===== src/rtl/bit_dec4_timer.sv =====
// bit_dec4_timer: programmable countdown timer.
//
// This timer counts down once per qualified tick. It gives a one-cycle done pulse
// when the count reaches zero. It can optionally reload itself and restart.
// The decrement datapath is a ripple chain of half-subtractor cells. The LSB
// borrow-in is tied to 1, which makes the chain compute count-1.
//
// Ports:
//   clk        rising-edge clock
//   rst        synchronous active-high reset
//   load       capture load_val into count and the reload register (-> IDLE)
//   load_val   initial / reload value
//   start      begin countdown from IDLE
//   tick       decrement qualifier, sampled each clk
//   reload_en  auto-restart from the reload register after expiry
//   count      current count (registered)
//   busy       high while counting (RUN)
//   done       one-cycle expiry pulse (registered)
//   zero       combinational count == 0

module bit_dec4_hsub (
  input  logic a,
  input  logic bin,
  output logic diff,
  output logic bout
);
  assign diff = a ^ bin;
  assign bout = ~a & bin;
endmodule

module bit_dec4_timer #(
  parameter int WIDTH = 4
) (
  input  logic             clk,
  input  logic             rst,
  input  logic             load,
  input  logic [WIDTH-1:0] load_val,
  input  logic             start,
  input  logic             tick,
  input  logic             reload_en,
  output logic [WIDTH-1:0] count,
  output logic             busy,
  output logic             done,
  output logic             zero
);

  // S_GAP is the quiet cycle between two done pulses. The timer enters it when it
  // auto-reloads a zero value, so a zero-length reload pulses done every other cycle.
  typedef enum logic [1:0] {
    S_IDLE = 2'd0,
    S_RUN  = 2'd1,
    S_DONE = 2'd2,
    S_GAP  = 2'd3
  } state_t;

  state_t           state;
  logic [WIDTH-1:0] reload_q;
  logic [WIDTH-1:0] count_dec;
  logic [WIDTH-1:0] borrow;
  logic             borrow_out_unused;
  logic             count_is_one;

  // Ripple half-subtractor chain. The final borrow-out is never needed, because
  // RUN never decrements from zero.
  assign borrow[0] = 1'b1;

  genvar i;
  generate
    for (i = 0; i < WIDTH; i++) begin : g_dec
      if (i < WIDTH - 1) begin : g_mid
        bit_dec4_hsub u_hs (
          .a    (count[i]),
          .bin  (borrow[i]),
          .diff (count_dec[i]),
          .bout (borrow[i+1])
        );
      end else begin : g_msb
        bit_dec4_hsub u_hs (
          .a    (count[i]),
          .bin  (borrow[i]),
          .diff (count_dec[i]),
          .bout (borrow_out_unused)
        );
      end
    end
  endgenerate

  assign zero         = (count == '0);
  assign count_is_one = (count == WIDTH'(1));

  always_ff @(posedge clk) begin
    if (rst) begin
      state    <= S_IDLE;
      count    <= '0;
      reload_q <= '0;
      busy     <= 1'b0;
      done     <= 1'b0;
    end else if (load) begin
      // load aborts any countdown without producing a done pulse
      state    <= S_IDLE;
      count    <= load_val;
      reload_q <= load_val;
      busy     <= 1'b0;
      done     <= 1'b0;
    end else begin
      case (state)
        S_IDLE: begin
          if (start) begin
            if (!zero) begin
              state <= S_RUN;
              busy  <= 1'b1;
            end else begin
              state <= S_DONE;
              done  <= 1'b1;
            end
          end
        end
        S_RUN: begin
          if (tick) begin
            count <= count_dec;
            if (count_is_one) begin
              state <= S_DONE;
              busy  <= 1'b0;
              done  <= 1'b1;
            end
          end
        end
        S_DONE: begin
          done <= 1'b0;
          if (reload_en) begin
            count <= reload_q;
            if (reload_q != '0) begin
              state <= S_RUN;
              busy  <= 1'b1;
            end else begin
              state <= S_GAP;
            end
          end else begin
            state <= S_IDLE;
          end
        end
        S_GAP: begin
          state <= S_DONE;
          done  <= 1'b1;
        end
        default: begin
          state <= S_IDLE;
          busy  <= 1'b0;
          done  <= 1'b0;
        end
      endcase
    end
  end

endmodule


===== config.mk =====
export PLATFORM = sky130hd
export DESIGN_NAME = bit_dec4_timer
export DESIGN_NICKNAME = d
export VERILOG_FILES = /design/src/rtl/bit_dec4_timer.sv
export SDC_FILE = /design/constraint.sdc
export NUM_CORES = 1
export LEC_CHECK = 0
export ABC_AREA = 1
export CAP_MARGIN = 10
export CORE_MARGIN = 2
export CORE_UTILIZATION = 47
export DETAILED_ROUTE_END_ITERATION = 6
export PLACE_DENSITY = 0.76
export SYNTH_ARGS = -nofsm -noshare
export SYNTH_HDL_FRONTEND = slang
export SYNTH_SLANG_ARGS = --single-unit
export TNS_END_PERCENT = 5

===== constraint.sdc =====
create_clock -name clk -period 1.45 [get_ports clk]
set_clock_uncertainty 0.05 [all_clocks]
set_input_delay 0.3625 -clock clk [delete_from_list [all_inputs] [get_ports clk]]
set_output_delay 0.3625 -clock clk [all_outputs]
set_load 0.05 [all_outputs]

# Word-level counts from Yosys, hierarchy flattened
# Index checks and enable logic that the tools add are counted.
# totals
regBits,12
wordCells,59
# classes
eq_ne,13
bitwise_logic,8
n_reduce_logical,10
mux,23
# ops
op,n
$ne A2 B2 Y1 const B,7
$mux W2,6
$mux W4,3
$mux W1,10
$pmux W2 S4,1
$pmux W4 S2,1
$reduce_and A7 Y1,1
$ne A3 B3 Y1 const B,2
$reduce_and A3 Y1,2
$reduce_bool A3 Y1,2
$eq A2 B2 Y1 const B,2
$eq A4 B1 Y1 const B,1
$logic_not A4 Y1,1
$pmux W1 S4,1
$reduce_and A4 Y1,1
$reduce_bool A4 Y1,1
$not A1 Y1,3
$pmux W1 S3,1
$xor A1 B1 Y1,3
$and A1 B1 Y1,2
$eq A2 B1 Y1 const B,1
$logic_not A2 Y1,1
$reduce_or A2 Y1,1

# Longest topological paths before layout
# Gate-level depths: netlist (run 1).
# depth
ltp_word,7
depth_mapped,10
mapped_depth_nobuf,10

# Cells and area by module
# Synthesis (run 1) repeated with hierarchy kept, for this count alone.
# unflattened
hier_cells,124
area_unflattened_um2,750.7
# modules_own_cells
module,seq_area_each_um2,area_each_um2,n_inst,cells_each
bit_dec4_timer,240.2,670.6,1,112
bit_dec4_hsub,0.0,20.0,4,3

# Worst setup path before layout (run 1)
# No wires, ideal clock.
# synth_path
kind,reg2out
startpoint,reg count[0]
endpoint,out zero
setup_slack_ps,78
stages_incl_launch_ff,5
arrival_time_ps,960
t_required_ps,1038
cell_sequence,dfxtp_1 inv_1 ha_1 nand3_1 inv_1
# synth_via
elab_chain_len,1
# synth_rtl
item,line_no,rtl
from (decl),41,"output logic [WIDTH-1:0] count,"
from (signal assigned),101,count <= load_val;
from (signal assigned),120,count <= count_dec;
from (signal assigned),131,count <= reload_q;
$logic_not A4 Y1,88,assign zero = (count == '0);
to (decl),44,output logic zero
# No other way between the ends.

# Worst setup path in the final report (run 1)
# layout_path
startpoint,reg count[1]
endpoint,out zero
# The elaborated chain is that of the path after synthesis.

==> flow_summary.toml, run 1 <==
[clock_tree]
cts-root-buf = "clkbuf_4"
cts_buffers = 3
clk_latency_ns = 0.29
cts_hold_buffers = 0
h-tree-depth = 1
cts_num_sinks = 12
cts_tree = "built"
cts_buffer_depth = 2
path_clk_slew_ns = 0.08

[route]
final_antenna_net_count = 0
wire_per_inst_um = 11.16
via_count = 791
via_per_inst = 5.170
drcViolationCount = 0
dr.pass1.iters = 7
wl_mm = 1.707
drt_iter0_drc = 15

[die]
num_io_pins = 17
initial_core_util_pct = 48.81
chipHeight_um = 43.09
rows = 14
die_w_um = 43.09
dieArea_sq_um = 1857
core_sq_um = 1471

[final_layout]
final_cell_mix = "nand2_1, inv_1, nor2_1"
n_antenna_cell = 0
drive_gt1_share_pct = 27.01
syn_to_final_growth_pct = 50.17
final_common_cell = "nand2_1"
post-route-util_pct = 73.30
fin_nets = 151

[global_route]
grt_pass1_vias = 722
grt_pass1_wl_mm = 2.801
grt_usage_pct = 20.49
grt_start_max_net_pins = 8
grt-ovfl-total = 0
antenna_found_initial = 0

[status]
run_status = "finished with violations"
violations = "negative setup slack"

[sta]
clock.fmax_ghz = 0.6581
hold_slack_ns = 0.4370
finalMaxSlewViolations = 0
period_share_pct = 104.8
tightest_slew_ns = 0.1936
setup_viol = 2
slew_headroom_pct = 87.07
fin_ws_ns = -0.06962
hold_viol = 0
fin_setup_tns_ns = -0.1086
rsz0062_at_grt = "true"
period_minus_slack_ns = 1.520

[placement]
place_congestion = 0.8484
dp_hpwl_mm = 1.273
portBuffers = 16

[worst_hold_path]
hp-class = "reg -> reg"
hold_path.startpoint = "busy$_SDFFE_PP0P_"

[worst_setup_path]
cpPeakStageDelay_ns = 0.33
slowest_stage = "dfxtp_2"
start_kind = "flip-flop"
critical_path_class = "reg -> out"
required_ns = 1.04
crit_start = "count[1]$_SDFFE_PP0P_"
crit_buf_inv = 3
cp_top_family = "flip-flops"
path_common_cell = "inv_2"
endpoint_kind = "output port"
cp_max_fo = 2
worstReg2RegStart = "count[1]$_SDFFE_PP0P_"
crit_arrival_ns = 1.11
worstPathCellList = "inv_2 -> ha_4 -> nand3_4 -> inv_2 -> buf_12"

[yosys]
ys_ff_latch = 12
synth_area_per_cell_sq_um = 6.470
yosysUniqueCellTypes = 17
synth_nets = 124
syn_inst = 111
synth-seq-area-share_pct = 33.45
syn_area_sq_um = 718.2
synth_warnings = 0

[pwr]
power.density_nw_per_um2 = 1023
max-vdd-ir-drop_v = 0.0007508
leakagePower_nw = 0.5101

[flow_run]
max_cap_violations = 0
==> routing by layer <==
layer  vias to the layer above  GRT usage, %  wire length [um]
met3                         9         5.106                76
met2                        27         35.52               858
met1                       360         21.73               701
met5                         -             0                 0
met4                         0         12.73                71
li1                        395             -                 -
==> Yosys cell counts <==
master | n | area share [%]
o21ai_0 | 5 | 3.5
buf_4 | 4 | 4.2
nand3_4 | 1 | 2.4
nor2_1 | 15 | 7.8
o21ai_1 | 1 | 0.70
inv_1 | 19 | 9.9
nand2_1 | 28 | 15
nand4_1 | 1 | 0.87
dfxtp_1 | 12 | 33
ha_1 | 3 | 5.2
nand3_1 | 9 | 6.3
a21oi_1 | 2 | 1.4
o22ai_1 | 4 | 3.5
nor2_4 | 1 | 1.6
nor2_2 | 1 | 0.87
nand2_2 | 3 | 2.6
inv_2 | 2 | 1.0
==> kinds of logic after synthesis <==
logic type                 count (synthesis)  synth area share (%)
and+or+nand+nor                           59                 37.11
buffers and inverters                     25                 15.16
AOI/OAI and AO/OA                         12                 9.058
DFF                                       12                 33.45
adders and majority gates                  3                 5.227
==> state kept, by name, indices dropped and copies added (netlist names) <==
name and count:
busy 1, reload_q 4, done 1, count 4, state 2
==> layout make-up <==
cell class                 instances  area, sq um
tap                               16        20.02
sequential                        12        244.0
multi-input combinational         74        394.1
timing repair buffer              26        305.3
inverter                          21        78.83
clock buffer                       4        36.28
fill                             115        392.9
==> tightest hold or removal path: cells and delay by family (launching register included) <==
kind                   cells  cell delay, ns
AOI/OAI and AO/OA          1            0.05
buffers and inverters      1            0.06
DFF                        1            0.34
==> stage by stage <==
stage / power (mW) / cell area [sq um] / std cells / setup slack, ns
3_5_place_dp: 0.7851 / 991.0 / 146 / -0.06738
2_1_floorplan: 0.6172 / 718.2 / 111 / 0.07784
5_1_grt: 1.154 / 1079 / 153 / -0.09345
6_report: 1.103 / 1079 / 153 / -0.06962
4_1_cts: 1.090 / 1069 / 153 / -0.07370
3_3_place_gp: 0.7772 / 991.0 / 146 / -0.03052
==> report_power, final <==
group	switching (mW)	internal, mW
registers	0.0224	0.358
logic	0.234	0.209
clock network	0.126	0.153
total	0.383	0.720
==> what timing repair did <==
action,4_1_cts,5_1_grt
endpoints found under the setup margin,1,3
gates resized for setup,7,3
buffers inserted,3,0
pin swaps,1,2
==> path summary, 6_finish.rpt <==
| path | cells after the start | slack, ns | end |
|---|---|---|---|
| setup / recovery | 5 | -0.07 | zero |
| hold / removal | 2 | 0.44 | busy$_SDFFE_PP0P_ |
| setup reg to reg | 10 | -0.04 | count[3]$_SDFFE_PP0P_ |
| hold reg to reg | 2 | 0.44 | busy$_SDFFE_PP0P_ |
No activity file was read; power rests on OpenSTA's default activity.
==> run 2: changes to the inputs <==
Settings changed: CELL_PAD_IN_SITES_DETAIL_PLACEMENT set to 0, CELL_PAD_IN_SITES_GLOBAL_PLACEMENT set to 1, CORE_UTILIZATION 47 to 32, PLACE_DENSITY 0.76 to unset, PLACE_DENSITY_LB_ADDON set to 0.1.
==> run 2 against run 1 <==
The flow still finishes with violations (negative setup slack). Combinational power fell by 0.9%. Sequential cell count did not move. First-iteration DRC count unchanged. Wire length shrank 0.12%. Maximum frequency shrank 0.55%. Clock-buffer cell count unchanged. Utilization down 23 points. Global-route usage is 5.7 points lower. Critical path type unchanged.
==> flow_summary.toml, run 2 (same netlist as run 1, synthesis figures left out) <==
[status]
run_status = "finished with violations"
violations = "negative setup slack"

[final_layout]
drive_gt1_share_pct = 28.68
top_regs = "count: 4 flops, reload_q: 4 flops, state: 2 flops"
post-route-util_pct = 50.58
n_antenna_cell = 0
fin_area_sq_um = 1097
final_cell_mix = "nand2_1, inv_1, nor2_1"
final_common_cell = "nand2_1"
fill_cells = 244
layout.cells.non_filler = 164
fin_nets = 150
syn_to_final_growth_pct = 52.79

[worst_setup_path]
endpoint_kind = "output port"
crit_arrival_ns = 1.12
cpPeakStageDelay_ns = 0.33
r2r_cells = 9
cp_top_family = "flip-flops"
cp.depth = 5
rr_endpoint = "count[2]$_SDFFE_PP0P_"
cp_max_fo = 2
slowest_stage = "dfxtp_2"
critical_path_class = "reg -> out"
reg2reg_slack_ns = 0
worstReg2RegStart = "count[1]$_SDFFE_PP0P_"
path_common_cell = "inv_2"
start_kind = "flip-flop"
required_ns = 1.04
crit_buf_inv = 3
worstPathCellList = "inv_2 -> ha_4 -> nand3_4 -> inv_2 -> buf_12"

[sta]
slew_headroom_pct = 85.67
hold_slack_ns = 0.4375
hold_viol = 0
tightest_slew_ns = 0.2148
period_share_pct = 105.4
period_minus_slack_ns = 1.528
clock.fmax_ghz = 0.6544
setup_viol = 1
rsz0062_at_grt = "true"
fin_ws_ns = -0.07805
finalMaxSlewViolations = 0

[clock_tree]
cts-root-buf = "clkbuf_4"
cts_tree = "built"
cts_buffer_depth = 2
clk_latency_ns = 0.27
cts_buffers = 3
cts_num_sinks = 12
path_clk_slew_ns = 0.08
cts_hold_buffers = 0
h-tree-depth = 1

[placement]
dpl-instance-area_sq_um = 998.5
dp_hpwl_mm = 1.347
portBuffers = 16
place_congestion = 0.8454
place_inst = 157

[die]
die_w_um = 51.38
core_sq_um = 2170
dieArea_sq_um = 2639
initial_core_util_pct = 33.10
num_io_pins = 17
rows = 17
chipHeight_um = 51.38

[route]
wire_per_inst_um = 10.40
via_per_inst = 4.476
drcViolationCount = 0
dr.pass1.iters = 4
drt_iter0_drc = 15
via_count = 734
wl_mm = 1.705
final_antenna_net_count = 0

[worst_hold_path]
hp-class = "reg -> reg"
hold_path.startpoint = "busy$_SDFFE_PP0P_"
holdPathStages = 2
hold_path_end = "busy$_SDFFE_PP0P_"

[global_route]
grt_pass1_wl_mm = 2.870
grt_usage_pct = 14.82
busiest_layer = "met2"
antenna_found_initial = 0
use_met2_pct = 24.79
gr-usage-met3_pct = 3.509
grt_start_max_net_pins = 8
grt-ovfl-total = 0
met1_usage_pct = 17.86
grt_pass1_vias = 675

[flow_run]
max_cap_violations = 0

[pwr]
finalPower_mw = 1.094
max-vdd-ir-drop_v = 0.0004317
power.density_nw_per_um2 = 997.1
leakagePower_nw = 0.5111
-- run 2: cell types whose count changed in the layout (fill, tap and decap cells not counted), sizes merged --
cell,change
buf,-1
-- run 2: routing by layer --
metal / wire length [um] / up-vias
met5: 0 / -
met4: 14 / 0
met3: 65 / 2
met2: 875 / 16
met1: 749 / 324
li1: - / 392
-- run 2: worst min-delay path, cell delays in order (launching register included) --
cell and delay [ns]:
dfxtp_1 0.34, inv_1 0.06, a21oi_1 0.05
-- run 2: worst max-delay path by stage --
stage / from / to / slack, ns
after floorplan: count[0]$_SDFFE_PP0P_ / zero / 0.08
after global placement: load / count[0]$_SDFFE_PP0P_ / -0.08
after detailed placement: load / count[2]$_SDFFE_PP0P_ / -0.12
after CTS: count[1]$_SDFFE_PP0P_ / zero / -0.08
after global routing: count[1]$_SDFFE_PP0P_ / zero / -0.11
final: count[1]$_SDFFE_PP0P_ / zero / -0.08
-- run 2: timing repair --
item | in CTS | in global routing
setup endpoints to repair | 1 | 3
gates cloned | 0 | 0
setup buffers | 2 | 1
gates resized for setup | 10 | 3
hold endpoints to repair | 0 | 0
pin swaps | 1 | 1
-- run 2: where the power goes --
group / internal, mW / leakage [nW] / switching [mW] / total (mW)
Sequential: 0.358 / 0.100 / 0.0245 / 0.383
Combinational: 0.209 / 0.390 / 0.230 / 0.439
Clock: 0.153 / 0.0210 / 0.120 / 0.272
-- run 2: final cells by class --
cell class              instances  area [sq um]  area share (%)
multi-input cells              74         404.1           36.83
inverters                      21         78.83           7.184
clock buffers                   4         36.28           3.307
repair buffers                 25         297.8           27.14
well taps                      28         35.03           3.193
flip-flops and latches         12         245.2           22.35
-- run 2: per-stage QoR --
stage | setup WS (ns) | setup TNS [ns]
2_1_floorplan | 0.07784 | 0
3_3_place_gp | -0.07999 | -0.3608
3_5_place_dp | -0.1204 | -0.5660
4_1_cts | -0.07500 | -0.07500
5_1_grt | -0.1142 | -0.2846
6_report | -0.07805 | -0.07805
==> run 3: changes to the inputs <==
Settings changed: CORE_MARGIN 2 to 10.
==> run 3 against run 2 <==
The run still ends with negative setup slack left. Sequential power hardly changed. Combinational power shrank 3%. Maximum frequency increased by 1.1%. Die area is 72% higher. Critical path depth unchanged. Global-route usage shrank 5.9 points. Power is 1.4% lower.
==> flow_summary.toml, run 3 (same netlist as run 1, synthesis figures left out) <==
[worst_setup_path]
r2r_cells = 10
cpPeakStageDelay_ns = 0.33
crit_arrival_ns = 1.10
worstReg2RegStart = "count[1]$_SDFFE_PP0P_"
path_common_cell = "inv_2"
slowest_stage = "dfxtp_2"
cp_max_fo = 2
crit_start = "count[1]$_SDFFE_PP0P_"
worstPathCellList = "inv_2 -> ha_4 -> nand3_4 -> inv_2 -> buf_12"
endpoint_kind = "output port"
reg2reg_slack_ns = -0.01
critical_path_class = "reg -> out"
required_ns = 1.04
start_kind = "flip-flop"
rr_endpoint = "count[3]$_SDFFE_PP0P_"

[die]
rows = 17
core_sq_um = 2170
num_io_pins = 17
die_w_um = 67.38
dieArea_sq_um = 4539
chipHeight_um = 67.38
initial_core_util_pct = 33.10

[placement]
dp_hpwl_mm = 1.476
dpl-instance-area_sq_um = 998.5
portBuffers = 16
place_congestion = 0.8007

[route]
final_antenna_net_count = 0
via_count = 727
dr.pass1.iters = 4
drt_iter0_drc = 51
wire_per_inst_um = 10.80
via_per_inst = 4.433
wl_mm = 1.771
drcViolationCount = 0

[final_layout]
n_antenna_cell = 0
fin_nets = 150
final_common_cell = "nand2_1"
multi_input_area_sq_um = 394.1
fin_area_sq_um = 1087
final_cell_mix = "nand2_1, inv_1, nor2_1"
drive_gt1_share_pct = 27.21
syn_to_final_growth_pct = 51.39
top_regs = "count: 4 flops, reload_q: 4 flops, state: 2 flops"
fill_cells = 247
ff_latch_area_sq_um = 245.2

[global_route]
grt-ovfl-total = 0
grt_pass1_wl_mm = 3.215
grt_pass1_vias = 782
grt_start_max_net_pins = 8
grt_usage_pct = 8.960
antenna_found_initial = 0

[pwr]
max-vdd-ir-drop_v = 0.0005262
leakagePower_nw = 0.5053
power.density_nw_per_um2 = 992.1

[sta]
period_minus_slack_ns = 1.512
hold_viol = 0
setup_viol = 2
clock.fmax_ghz = 0.6614
hold_slack_ns = 0.4386
period_share_pct = 104.3
tightest_slew_ns = 0.2161
slew_headroom_pct = 85.58
fin_setup_tns_ns = -0.07053
finalMaxSlewViolations = 0
rsz0062_at_grt = "true"
fin_ws_ns = -0.06198

[worst_hold_path]
hold_path.startpoint = "busy$_SDFFE_PP0P_"
hp-class = "reg -> reg"
holdPathStages = 2
hold_path_end = "busy$_SDFFE_PP0P_"

[clock_tree]
h-tree-depth = 1
path_clk_slew_ns = 0.08
cts_buffer_depth = 2
cts_buffers = 3
clk_latency_ns = 0.27
cts_num_sinks = 12
cts_hold_buffers = 0
cts_tree = "built"
cts-root-buf = "clkbuf_4"

[status]
violations = "negative setup slack"
run_status = "finished with violations"

[flow_run]
max_cap_violations = 0
==> run 3: changes by cell type in the layout (fill, tap and decap cells not counted) <==
cell / delta
nand3_1: +2
nand3_2: -2
==> run 3: final cells by class <==
cell class / instances / share of cell area (%)
repair buffers: 25 / 27.39
multi-input cells: 74 / 36.25
well taps: 28 / 3.222
clock buffers: 4 / 3.337
inverters: 21 / 7.250
flip-flops and latches: 12 / 22.55
==> run 3: worst max-delay path, delay by kind of cell (launching register included) <==
family / cells / cell delay (ns)
buffers and inverters: 3 / 0.28
and+or+nand+nor: 1 / 0.08
adders and majority gates: 1 / 0.14
DFF: 1 / 0.33
==> run 3: repair_timing <==
action / CTS / global route
endpoints found under the setup margin: 1 / 3
setup buffers: 2 / 1
gates resized for setup: 9 / 2
pin swaps: 1 / 1
==> run 3: where the power goes <==
part | total, mW | switching, mW | internal (mW)
logic | 0.426 | 0.223 | 0.203
clock network | 0.269 | 0.117 | 0.153
registers | 0.383 | 0.0250 | 0.358
==> run 3: per-stage QoR <==
step / util (%) / total power [mW] / setup slack (ns) / std cells
finish: 50.12 / 1.079 / -0.06198 / 164
global placement: 46.02 / 0.7790 / -0.07503 / 157
CTS: 49.71 / 1.086 / -0.08222 / 163
global route: 50.12 / 1.155 / -0.1347 / 164
floorplan: - / 0.6172 / 0.07784 / 111
detailed placement: 46.02 / 0.7787 / -0.1116 / 157
==> run 3: worst max path at each step <==
| stage | endpoint | slack [ns] | cells past startpoint |
|---|---|---|---|
| floorplan | zero | 0.08 | 4 |
| global placement | count[0]$_SDFFE_PP0P_ | -0.08 | 6 |
| detailed placement | count[3]$_SDFFE_PP0P_ | -0.11 | 6 |
| CTS | zero | -0.08 | 5 |
| global route | zero | -0.13 | 5 |
| finish | zero | -0.06 | 5 |
==> run 3: layer usage <==
layer  up-vias  part of all wire, %  wire, um  track usage, %
met5         -                    0         0               0
met4         0                 0.96        17           3.077
met3         2                  4.9        87           3.306
met2        11                   52       914           15.88
met1       324                   42       752           9.586
li1        390                    -         -               -
